### config.mk
export PLATFORM = sky130hd
export DESIGN_NAME = fwd_buf
export DESIGN_NICKNAME = d
export VERILOG_FILES = /design/src/rtl/fwd_buf.sv
export SDC_FILE = /design/constraint.sdc
export NUM_CORES = 1
export LEC_CHECK = 0
export ABC_AREA = 1
export CAP_MARGIN = 0
export CORE_MARGIN = 5
export CORE_UTILIZATION = 46
export DETAILED_ROUTE_END_ITERATION = 16
export PLACE_DENSITY = 0.77
export SLEW_MARGIN = 25
export SYNTH_ARGS = -nofsm -noshare
export SYNTH_HDL_FRONTEND = slang
export SYNTH_SLANG_ARGS = --single-unit
### constraint.sdc
create_clock -name clock_port -period 1.3 [get_ports clock_port]
set_clock_uncertainty 0.15 [all_clocks]
set_input_delay 0.195 -clock clock_port [delete_from_list [all_inputs] [get_ports clock_port]]
set_output_delay 0.195 -clock clock_port [all_outputs]
set_load 0.01 [all_outputs]
### src/rtl/fwd_buf.sv
// fwd_buf: forward-path pipeline buffer for a valid/ready stream.
//
// Data and valid pass through STAGES bubble-collapsing register stages.
// Ready propagates combinationally from output_port_ready back to
// input_port_ready, so this cuts data/valid paths but not the ready path.
//
// Optional feature: define FWD_BUF_OCCUPANCY_EN to add the occupancy port.
//
// Parameters:
//   WIDTH   payload width in bits (>= 1)
//   STAGES  number of register stages (>= 1); forward latency
// Ports:
//   clock_port         clock, rising edge
//   reset_port         asynchronous active-high reset (empties all stages, zeroes data)
//   clear              synchronous flush; blocks transfers during its cycle
//   input_port_data    upstream payload
//   input_port_valid   upstream valid
//   input_port_ready   buffer can accept a beat this cycle
//   output_port_data   downstream payload (last stage register)
//   output_port_valid  last stage holds a beat
//   output_port_ready  downstream accepts
//   occupancy          number of valid stages (FWD_BUF_OCCUPANCY_EN only)
module fwd_buf #(
  parameter int unsigned WIDTH  = 8,
  parameter int unsigned STAGES = 2
) (
  input  logic                          clock_port,
  input  logic                          reset_port,
  input  logic                          clear,
  input  logic [WIDTH-1:0]              input_port_data,
  input  logic                          input_port_valid,
  output logic                          input_port_ready,
  output logic [WIDTH-1:0]              output_port_data,
  output logic                          output_port_valid,
  input  logic                          output_port_ready
`ifdef FWD_BUF_OCCUPANCY_EN
  ,
  output logic [$clog2(STAGES+1)-1:0]   occupancy
`endif
);

  logic [STAGES-1:0]            valid_q, valid_d;
  logic [STAGES-1:0][WIDTH-1:0] data_q,  data_d;

  // ready[k] for stage k; ready[STAGES] is the downstream ready.
  logic [STAGES:0]              ready;
  logic                         tail_full;
  logic [STAGES-1:0]            up_valid;
  logic [STAGES-1:0][WIDTH-1:0] up_data;

  // ready_k = ~valid_k | ready_{k+1} is unrolled as
  // output_port_ready | ~&valid[STAGES-1:k] so that no vector bit
  // feeds another bit of the same vector.
  always_comb begin
    ready         = '0;
    tail_full     = 1'b1;
    ready[STAGES] = output_port_ready;
    for (int unsigned i = STAGES; i > 0; i--) begin
      tail_full  = tail_full & valid_q[i-1];
      ready[i-1] = output_port_ready | ~tail_full;
    end
  end

  // Upstream view for every stage: port for stage 0, previous stage otherwise.
  always_comb begin
    up_valid    = '0;
    up_data     = '0;
    up_valid[0] = input_port_valid & ~clear;
    up_data[0]  = input_port_data;
    for (int unsigned k = 1; k < STAGES; k++) begin
      up_valid[k] = valid_q[k-1];
      up_data[k]  = data_q[k-1];
    end
  end

  // Data is written only when a real beat moves in, and never under clear,
  // so flushed registers keep their contents.
  always_comb begin
    valid_d = valid_q;
    data_d  = data_q;
    for (int unsigned k = 0; k < STAGES; k++) begin
      if (clear) begin
        valid_d[k] = 1'b0;
      end else if (ready[k]) begin
        valid_d[k] = up_valid[k];
        if (up_valid[k]) begin
          data_d[k] = up_data[k];
        end
      end
    end
  end

  always_ff @(posedge clock_port or posedge reset_port) begin
    if (reset_port) begin
      valid_q <= '0;
      data_q  <= '0;
    end else begin
      valid_q <= valid_d;
      data_q  <= data_d;
    end
  end

  assign input_port_ready  = ready[0] & ~clear;
  assign output_port_valid = valid_q[STAGES-1] & ~clear;
  assign output_port_data  = data_q[STAGES-1];

`ifdef FWD_BUF_OCCUPANCY_EN
  logic [$clog2(STAGES+1)-1:0] occ_cnt;

  // Register state only; not masked by clear.
  always_comb begin
    occ_cnt = '0;
    for (int unsigned k = 0; k < STAGES; k++) begin
      occ_cnt = occ_cnt + ($clog2(STAGES+1))'(valid_q[k]);
    end
    occupancy = reset_port ? '0 : occ_cnt;
  end
`endif

endmodule

==> results_dict.tcl <==
set metrics [dict create \
    regArea_sq_um 450 \
    ys_seq_area_share_pct 53.1 \
    max_freq_ghz 0.732 \
    fin_nets 131 \
    place_ws_ns -0.458 \
    antenna_found_initial 0 \
    holdWs_ns 0.0454 \
    yosysUniqueCellTypes 12 \
    vias_per_cell 4.60 \
    yosysWarnings 0 \
    die_h_um 52.9 \
    final.setup.tns_ns -0.0655 \
    start_kind "input pin" \
    root_buffer "clkbuf_4" \
    status "complete, but fails checks" \
    cp_max_fo 2 \
    antenna_cells 0 \
    clkTransAtPathRegs_ns 0.10 \
    dieWidth_um 52.9 \
    rsz0062_at_grt "true" \
    syn-cell-area_sq_um 848 \
    layout_common_cells "31 x nand2_1, 18 x dfrtp_1, 16 x nand3_1, 12 x clkdlybuf4s50_1, 9 x buf_4" \
    wirelength_mm 1.58 \
    max-vdd-ir-drop_mv 0.917 \
    numCtsBuffers 3 \
    hp-class "in -> async" \
    p_leak_uw 0.000594 \
    first_iter_violations 8 \
    overflow 0 \
    violations "negative setup slack" \
    timing.slew.headroom_pct 84.8 \
    final_antenna_net_count 0 \
    rows 15 \
    cp.arrival_ns 1.02 \
    syn_inst 90 \
    syn_area_per_cell_sq_um 9.43 \
    power.total_uw 1370 \
    path_class "in -> out" \
    cts_num_sinks 18 \
    stdcell_area_sq_um 1130 \
    grt_max_degree 19 \
    htree_levels 1 \
    multi_input_area_sq_um 325 \
    yosys_register_bits 18 \
    slew_viol_final 0 \
    num_io_pins 23 \
    fill_cells 152 \
    portBuffers 22 \
    worst_pin_slew_ns 0.228 \
    p_per_area_nw_per_um2 1210 \
    layout_commonest_cell "nand2_1" \
    placedInstanceArea_sq_um 1070 \
    fin_crit_sh_pct 105 \
    gp_congestion 0.733 \
    dieArea_sq_um 2800 \
    syn-num-nets 103 \
    grtUsageTotal_pct 13.9 \
    initial_core_util_pct 48.6 \
    dr.pass1.iters 4 \
    rrSetupSlack_ns 0.13 \
    clk-insertion-delay-late_ns 0.30 \
    cts_tree "yes" \
    cts_max_path_buffers 2 \
    hold_viol_final 0 \
    grt_pass1_wl_mm 2.75 \
    max_cap_viol_count 0 \
    crit_path_end_kind "output port" \
    drt-wirelength-per-cell_um 11.1 \
    period_minus_slack_ns 1.37 \
    syn_to_final_growth_pct 32.9 \
    setup_viol 1 \
    drive_gt1_share_pct 23.1 \
    remaining_drc_errors 0 \
    grt_pass1_vias 639 \
    required_ns 0.95 \
    dr_total_vias 653 \
    fin_ws_ns -0.0655 \
    coreArea_sq_um 1750 \
    hpwl_mm 1.11 \
]
-- cell usage after synthesis --
| library cell | count | area [sq um] |
|---|---|---|
| buf_4 | 9 | 67.6 |
| nor2_1 | 1 | 3.75 |
| nand3_1 | 16 | 80.1 |
| nand2_1 | 32 | 120 |
| nor2_8 | 2 | 40.0 |
| inv_1 | 4 | 15.0 |
| nand3_4 | 1 | 17.5 |
| nand2_4 | 3 | 33.8 |
| dfrtp_1 | 18 | 450 |
| a21oi_1 | 2 | 10.0 |
| a31oi_1 | 1 | 6.26 |
| inv_2 | 1 | 3.75 |
-- layer usage --
metal,up-vias,GRT usage [%],wire length (um)
met3,4,1.69,62
met1,294,15.3,672
met5,-,0,0
met2,17,23.8,780
li1,338,-,-
met4,0,11.5,63
-- worst max-delay path, stage by stage --
cell	delay (ns)
clkdlybuf4s50_1	0.46
inv_1	0.05
a31oi_1	0.16
buf_2	0.16
-- power breakdown --
part	total, uW	leakage [uW]	internal, uW	switching, uW
registers	692	0.000228	647	44.9
clock network	345	0.0000210	171	174
logic	330	0.000345	173	157
-- state kept, by name, indices dropped and copies added, names as in the netlist --
name              cells
data_q                8
output_port_data      8
valid_q               2
-- repair_timing --
item	CTS	global route
cloned	0	1
endpoints found under the hold margin	0	0
pin swaps	1	2
hold buffers	0	0
endpoints found under the setup margin	10	21
setup buffers	5	0
gates resized for setup	24	5
-- per-stage QoR --
step	cells	util, %
2_1_floorplan	90	-
3_3_place_gp	133	61.3
3_5_place_dp	133	61.3
4_1_cts	142	64.9
5_1_grt	142	64.6
6_report	142	64.6
-- path summary, 6_finish.rpt --
| kind | from | end | depth (start not counted) |
|---|---|---|---|
| max | output_port_ready | input_port_ready | 4 |
| min | reset_port | data_q[4]$_DFFE_PP0P_ | 3 |
| min in group clock_port | input_port_data[4] | data_q[4]$_DFFE_PP0P_ | 3 |
| max reg2reg | valid_q[1]$_DFFE_PP0P_ | data_q[1]$_DFFE_PP0P_ | 5 |
| max in group asynchronous | reset_port | valid_q[0]$_DFFE_PP0P_ | 3 |
| min reg2reg | output_port_data[7]$_DFFE_PP0P_ | output_port_data[7]$_DFFE_PP0P_ | 2 |
-- kinds of logic (layout without fill, tap and decap cells) --
kind of cell	Yosys count	count (layout)	synth area share, %
simple gates	55	56	34.8
flops	18	18	53.1
buf+inv	14	40	10.2
compound gates	3	3	1.92
-- area by class of cell --
class / instances / area share (%)
well taps: 25 / 2.77
clock buffers: 4 / 3.22
repair buffers: 31 / 23.3
flip-flops and latches: 18 / 40.0
inverters: 5 / 1.89
multi-input cells: 59 / 28.9
Note: power is estimated with default switching activity, not from simulation.
